==> src/rtl/uart_pkg.sv <==
`default_nettype none
// uart_pkg: parity encodings, shared TX/RX state codes and parity helper.
// Rev 1.0
package uart_pkg;

  localparam int PAR_NONE = 0;
  localparam int PAR_EVEN = 1;
  localparam int PAR_ODD  = 2;

  typedef logic [2:0] state_t;

  localparam state_t ST_IDLE   = 3'd0;
  localparam state_t ST_START  = 3'd1;
  localparam state_t ST_DATA   = 3'd2;
  localparam state_t ST_PARITY = 3'd3;
  localparam state_t ST_STOP   = 3'd4;

  // Data narrower than 8 bits is zero-extended by the caller, which leaves the XOR unchanged.
  function automatic logic calc_parity(input logic [7:0] data, input logic [1:0] mode);
    return (mode == 2'(PAR_ODD)) ? ~(^data) : ^data;
  endfunction

endpackage
`default_nettype wire

==> src/rtl/uart_sync_fifo.sv <==
`default_nettype none
// uart_sync_fifo: single-clock FIFO with show-ahead read; a push while full is accepted only alongside a pop.
// Rev 1.0
module uart_sync_fifo #(
  parameter int WIDTH = 8,
  parameter int DEPTH = 4
) (
  input  logic             clk,
  input  logic             rst,
  input  logic             push,
  input  logic [WIDTH-1:0] push_data,
  input  logic             pop,
  output logic [WIDTH-1:0] pop_data,
  output logic             full,
  output logic             empty
);

  localparam int AW = $clog2(DEPTH);

  logic [WIDTH-1:0] mem [DEPTH];
  logic [AW:0]      wr_ptr;
  logic [AW:0]      rd_ptr;
  logic             do_push;
  logic             do_pop;

  assign empty    = (wr_ptr == rd_ptr);
  assign full     = (wr_ptr[AW] != rd_ptr[AW]) && (wr_ptr[AW-1:0] == rd_ptr[AW-1:0]);
  assign do_pop   = pop && !empty;
  assign do_push  = push && (!full || do_pop);
  assign pop_data = empty ? '0 : mem[rd_ptr[AW-1:0]];

  always_ff @(posedge clk) begin
    if (rst) begin
      wr_ptr <= '0;
      rd_ptr <= '0;
    end else begin
      if (do_push) wr_ptr <= wr_ptr + 1'b1;
      if (do_pop)  rd_ptr <= rd_ptr + 1'b1;
    end
  end

  always_ff @(posedge clk) begin
    if (do_push) mem[wr_ptr[AW-1:0]] <= push_data;
  end

endmodule
`default_nettype wire

==> src/rtl/uart_core_fifo.sv <==
`default_nettype none
// uart_core_fifo: parametrised full-duplex UART with FIFO-buffered TX/RX streams and sticky RX errors.
// Rev 1.0
module uart_core_fifo
  import uart_pkg::*;
#(
  parameter int CLK_DIV   = 16,
  parameter int DATA_BITS = 8,
  parameter int PARITY    = 0,
  parameter int STOP_BITS = 1,
  parameter int TX_DEPTH  = 4,
  parameter int RX_DEPTH  = 4
) (
  input  logic                 wb_clk_i,
  input  logic                 wb_rst_i,
  input  logic                 tx_valid,
  output logic                 tx_ready,
  input  logic [DATA_BITS-1:0] tx_data,
  output logic                 rx_valid,
  input  logic                 rx_ready,
  output logic [DATA_BITS-1:0] rx_data,
  output logic                 ser_tx,
  input  logic                 ser_rx,
  output logic                 tx_busy,
  input  logic                 err_clr,
  output logic                 rx_parity_err,
  output logic                 rx_frame_err,
  output logic                 rx_overrun
);

  localparam int             CW       = $clog2(CLK_DIV + 1);
  localparam logic [CW-1:0]  CNT_LAST = CW'(CLK_DIV - 1);
  localparam logic [CW-1:0]  CNT_HALF = CW'(CLK_DIV / 2 - 1);
  localparam logic [2:0]     BIT_LAST = 3'(DATA_BITS - 1);
  localparam logic           PAR_EN   = (PARITY != PAR_NONE);
  localparam logic [1:0]     PAR_MODE = 2'(PARITY);

  // ---------------- TX path ----------------
  logic                 tx_full, tx_empty, tx_pop, tx_tick, tx_last_stop, tx_line, tx_par, tx_stop_idx;
  logic [DATA_BITS-1:0] tx_head, tx_shift;
  state_t               tx_state;
  logic [CW-1:0]        tx_cnt;
  logic [2:0]           tx_bit;

  uart_sync_fifo #(.WIDTH(DATA_BITS), .DEPTH(TX_DEPTH)) u_tx_fifo (
    .clk(wb_clk_i), .rst(wb_rst_i), .push(tx_valid), .push_data(tx_data),
    .pop(tx_pop), .pop_data(tx_head), .full(tx_full), .empty(tx_empty)
  );

  assign tx_ready     = !tx_full;
  assign tx_tick      = (tx_cnt == CNT_LAST);
  assign tx_last_stop = tx_tick && ((STOP_BITS == 1) || tx_stop_idx);
  // Popping in the final STOP cycle chains the next frame with no idle gap.
  assign tx_pop       = !tx_empty && ((tx_state == ST_IDLE) || (tx_state == ST_STOP && tx_last_stop));

  always_comb begin
    tx_line = 1'b1;
    case (tx_state)
      ST_START:  tx_line = 1'b0;
      ST_DATA:   tx_line = tx_shift[0];
      ST_PARITY: tx_line = tx_par;
      default:   tx_line = 1'b1;
    endcase
  end

  always_ff @(posedge wb_clk_i) begin
    if (wb_rst_i) begin
      tx_state    <= ST_IDLE;
      tx_cnt      <= '0;
      tx_bit      <= '0;
      tx_stop_idx <= 1'b0;
      tx_shift    <= '0;
      tx_par      <= 1'b0;
      ser_tx      <= 1'b1;
      tx_busy     <= 1'b0;
    end else begin
      ser_tx  <= tx_line;
      tx_busy <= !tx_empty || (tx_state != ST_IDLE);
      tx_cnt  <= (tx_state == ST_IDLE || tx_tick) ? '0 : tx_cnt + 1'b1;
      if (tx_pop) begin
        tx_shift    <= tx_head;
        tx_par      <= calc_parity(8'(tx_head), PAR_MODE);
        tx_stop_idx <= 1'b0;
        tx_state    <= ST_START;
      end else begin
        case (tx_state)
          ST_START: if (tx_tick) begin
            tx_bit   <= '0;
            tx_state <= ST_DATA;
          end
          ST_DATA: if (tx_tick) begin
            tx_shift <= tx_shift >> 1;
            if (tx_bit == BIT_LAST) tx_state <= PAR_EN ? ST_PARITY : ST_STOP;
            else                    tx_bit   <= tx_bit + 1'b1;
          end
          ST_PARITY: if (tx_tick) tx_state <= ST_STOP;
          ST_STOP: if (tx_tick) begin
            if (tx_last_stop) tx_state    <= ST_IDLE;
            else              tx_stop_idx <= 1'b1;
          end
          default: tx_state <= ST_IDLE;
        endcase
      end
    end
  end

  // ---------------- RX path ----------------
  logic                 rx_s1, rx_s2, rx_prev, rx_par_bit;
  logic                 rx_tick, rx_push, rx_pop, rx_full, rx_empty;
  logic                 par_evt, frame_evt, ovr_evt;
  logic [DATA_BITS-1:0] rx_shift;
  state_t               rx_state;
  logic [CW-1:0]        rx_cnt;
  logic [2:0]           rx_bit;

  uart_sync_fifo #(.WIDTH(DATA_BITS), .DEPTH(RX_DEPTH)) u_rx_fifo (
    .clk(wb_clk_i), .rst(wb_rst_i), .push(rx_push), .push_data(rx_shift),
    .pop(rx_pop), .pop_data(rx_data), .full(rx_full), .empty(rx_empty)
  );

  assign rx_valid  = !rx_empty;
  assign rx_pop    = rx_valid && rx_ready;
  assign rx_tick   = (rx_cnt == CNT_LAST);
  assign rx_push   = (rx_state == ST_STOP) && rx_tick;
  assign par_evt   = rx_push && PAR_EN && (calc_parity(8'(rx_shift), PAR_MODE) != rx_par_bit);
  assign frame_evt = rx_push && !rx_s2;
  assign ovr_evt   = rx_push && rx_full && !rx_pop;

  // Edge-triggered arming: after a low stop bit the line must go high again before a new start.
  always_ff @(posedge wb_clk_i) begin
    if (wb_rst_i) begin
      rx_s1      <= 1'b1;
      rx_s2      <= 1'b1;
      rx_prev    <= 1'b1;
      rx_state   <= ST_IDLE;
      rx_cnt     <= '0;
      rx_bit     <= '0;
      rx_shift   <= '0;
      rx_par_bit <= 1'b0;
    end else begin
      rx_s1   <= ser_rx;
      rx_s2   <= rx_s1;
      rx_prev <= rx_s2;
      rx_cnt  <= rx_cnt + 1'b1;
      case (rx_state)
        ST_IDLE: begin
          rx_cnt <= '0;
          if (rx_prev && !rx_s2) rx_state <= ST_START;
        end
        ST_START: if (rx_cnt == CNT_HALF) begin
          rx_cnt   <= '0;
          rx_bit   <= '0;
          rx_state <= rx_s2 ? ST_IDLE : ST_DATA;
        end
        ST_DATA: if (rx_tick) begin
          rx_cnt   <= '0;
          rx_shift <= {rx_s2, rx_shift[DATA_BITS-1:1]};
          if (rx_bit == BIT_LAST) rx_state <= PAR_EN ? ST_PARITY : ST_STOP;
          else                    rx_bit   <= rx_bit + 1'b1;
        end
        ST_PARITY: if (rx_tick) begin
          rx_cnt     <= '0;
          rx_par_bit <= rx_s2;
          rx_state   <= ST_STOP;
        end
        ST_STOP: if (rx_tick) begin
          rx_cnt   <= '0;
          rx_state <= ST_IDLE;
        end
        default: rx_state <= ST_IDLE;
      endcase
    end
  end

  always_ff @(posedge wb_clk_i) begin
    if (wb_rst_i) begin
      rx_parity_err <= 1'b0;
      rx_frame_err  <= 1'b0;
      rx_overrun    <= 1'b0;
    end else begin
      rx_parity_err <= (rx_parity_err && !err_clr) || par_evt;
      rx_frame_err  <= (rx_frame_err  && !err_clr) || frame_evt;
      rx_overrun    <= (rx_overrun    && !err_clr) || ovr_evt;
    end
  end

endmodule
`default_nettype wire

==> config.mk <==
export PLATFORM = sky130hd
export DESIGN_NAME = uart_core_fifo
export DESIGN_NICKNAME = d
export VERILOG_FILES = /design/src/rtl/uart_pkg.sv /design/src/rtl/uart_sync_fifo.sv /design/src/rtl/uart_core_fifo.sv
export SDC_FILE = /design/constraint.sdc
export NUM_CORES = 1
export LEC_CHECK = 0
export CAP_MARGIN = 20
export CORE_ASPECT_RATIO = 0.75
export CORE_MARGIN = 5
export CORE_UTILIZATION = 45
export CTS_CLUSTER_SIZE = 8
export DETAILED_ROUTE_END_ITERATION = 8
export PLACE_DENSITY = 0.68
export SYNTH_ARGS = -nofsm -noshare
export SYNTH_HDL_FRONTEND = slang
export SYNTH_HIERARCHICAL = 1
export SYNTH_SLANG_ARGS = --single-unit
==> constraint.sdc <==
create_clock -name wb_clk_i -period 5.95 [get_ports wb_clk_i]
set_input_delay 0.595 -clock wb_clk_i [delete_from_list [all_inputs] [get_ports wb_clk_i]]
set_output_delay 0.595 -clock wb_clk_i [all_outputs]
set_load 0.1 [all_outputs]
==> reports/results.txt <==
Rel. slew slack: 0.3023
Routability Congestion: 0.7652
Tot GR Track Use: 0.1440
# IOs: 29
Total grt overflow: 0
Routed WL: 10,250 um
Hold buffers post-CTS: 0
H-tree levels: 4
Number of synthesized register bits: 127
Row count: 35
Worst skew pair latency: 400 ps
Max-cap violations: 0
Largest net degree at the start of global routing: 60
DR vias: 3,451
Root buf cell: clkbuf_16
Commonest non-fill, non-tap cell in the layout: edfxtp_1
Grt peak-use layer: met2
Unrepaired setup endpoints after global routing: false
Peak VDD IR: 0.2374 mV
Worst path max stage delay: 1010 ps
Initial antenna violation count: 0
Distinct cells, synth: 52
Share of the synthesized area in the top cell type: 0.3421
Min Tclk post-route: 3415 ps
Die area: 14,840 um^2
Crit. End Element: output pin
PD cells: 394.0 nW/um^2
Wire per inst: 15.48 um
CTS Buf Count: 17
Met1 GRT Util: 0.1900
CP startpoint kind: register
CTS Sinks: 127
FILL cells: 1,032
Ranking of synthesized cells by area: edfxtp_1 34%, dfxtp_1 22%, mux4_2 6.4%, ha_1 4.2%, nor2b_1 3.1%
Crit path DAT: 2820 ps
Clock Skew: 9.346 ps
Vias/cell: 5.213
Peak fanout along the critical path: 11
Slew Limit Fails: 0
Antenna-violating nets left: 0
Vias in the first global route: 3,426
Share of layout cells above drive strength 1: 0.1431
Die width: 139.0 um
Initial Util: 0.4582
Drt initial violations: 177
Area delta synth->final: 17.39%
Die height: 106.8 um
Post-route setup TNS: 0 ps
Most frequent cells in the layout: 64 x edfxtp_1, 63 x dfxtp_1, 36 x nand2_1
Reg clk slew, reported paths: 50 ps
Min Hold Slack: 406.8 ps
Worst EP required: 5360 ps
Synthesized area per cell: 12.43 um^2
Largest area contributor in the netlist: edfxtp_1
M2 GR Usage: 0.2311
Maximum clock path buffer count: 2
Detailed placer's ending HPWL: 6892 um
Post-synthesis sequential area ratio: 0.5666
ANT cells: 0
Core area: 12,260 um^2
Mapped Area: 5618 um^2
Crit path max-delay cell type: clkdlybuf4s50_1
F_max: 292.8 MHz
Fin nets: 516
Worst Max-Slew Pin Slew: 1033 ps
Fin. Hold Viols: 0
Synth Warn #: 6
DRT Pass-1 Iters: 4
CTS tree: yes
Setup Viol. Count Final: 0
DR DRC count: 0
Port-buffer cells: 28
Setup CP Type: register to output pin
First-pass GRT wire length: 16,900 um
Tcrit/Tclk final: 0.5740
Ys flop type: edfxtp_1
Status: complete, no violations
M3 GR Usage: 0.03968
Hold WC Path Type: register to register
Worst path cell trace: xor2_1 -> nor3_2 -> nor2b_1 -> clkdlybuf4s50_1
Syn_nets: 485
Post-synth EDFFs: 64
Postcts setup bufs: 0
Cells after Synth: 452
FFs w/ async S/R, synth: 0
Post-CTS sizing: 0
Lkg Pwr: 2.251 nW
sequential cells by signal, indices dropped and copies added (netlist names), 5 cells and up, named ones only:
register       count
u_rx_fifo/mem     32
u_tx_fifo/mem     32
rx_shift           8
tx_shift           8
rx_cnt             5
tx_cnt             5
cell type report:
cell class,count,area (um^2),share of cell area
Multi-Input combinational cell,287,2263,0.3432
Clock inverter,13,138.9,0.02106
Timing Repair Buffer,31,297.8,0.04515
Clock buffer,19,432.9,0.06564
Sequential cell,127,3183,0.4826
Inverter,19,71.32,0.01081
Tap cell,166,207.7,0.03149
worst paths after layout:
kind                                    startpoint                               end  slack, ps  cells after the start
setup / recovery  u_rx_fifo/wr_ptr[0]$_SDFFE_PP0P_                        rx_data[7]       2530                      4
hold / removal                    rx_s1$_SDFF_PP1_                  rx_s2$_SDFF_PP1_        410                      1
setup reg to reg  u_tx_fifo/wr_ptr[0]$_SDFFE_PP0P_  u_tx_fifo/wr_ptr[2]$_SDFFE_PP0P_       2770                      7
hold reg to reg                   rx_s1$_SDFF_PP1_                  rx_s2$_SDFF_PP1_        410                      1
synth_stat cells, drive strengths merged, types with 5 or more instances:
cell type,number
xnor2,16
edfxtp,64
inv,19
a311oi,7
a211oi,5
nor2b,29
mux2i,11
xor2,7
nor3b,5
mux2,9
and2,8
nor2,29
a21oi,33
mux4,16
nand2,36
nor3,10
ha,19
dfxtp,63
clkbuf,8
buf,11
o21ai,5
where the power goes:
part / total [mW] / internal (mW) / switching (mW)
sequential: 1.03 / 0.972 / 0.0566
combinational: 0.579 / 0.248 / 0.331
clock: 0.991 / 0.617 / 0.374
total: 2.60 / 1.84 / 0.761
per-stage QoR:
step	setup WS [ps]	total power, mW	cell area [um^2]	utilization	cells
6_report	2535	2.598	6595	0.5379	662
5_1_grt	2321	2.721	6595	0.5379	662
4_1_cts	2462	2.623	6595	0.5379	662
3_5_place_dp	2812	1.628	6023	0.4912	630
3_3_place_gp	2939	1.611	6016	0.4906	629
2_1_floorplan	3197	1.525	5618	-	452
layer usage:
layer | wire, um | part of all wire
met3 | 432 | 0.042
met5 | 0 | 0
met1 | 4868 | 0.47
met4 | 79 | 0.0077
met2 | 4869 | 0.48
cells by family (layout without fill, tap and decap cells):
family / count (synthesis) / after routing / share of synthesized area
buffers and inverters: 38 / 82 / 0.03051
multiplexers: 36 / 36 / 0.1031
flip-flops: 127 / 127 / 0.5666
adder cells (fa/ha/maj): 19 / 19 / 0.04232
AND/OR/NAND/NOR: 142 / 142 / 0.1419
AO/OA/AOI/OAI: 67 / 67 / 0.07973
XOR/XNOR: 23 / 23 / 0.03586
critical path, delay by kind of cell, from the launching register on:
family	cells	cell delay, ps
buffers and inverters	1	1010
and+or+nand+nor	2	800
DFF	1	450
xor gates and xnor gates	1	170
(Power assumes the default switching activity.)
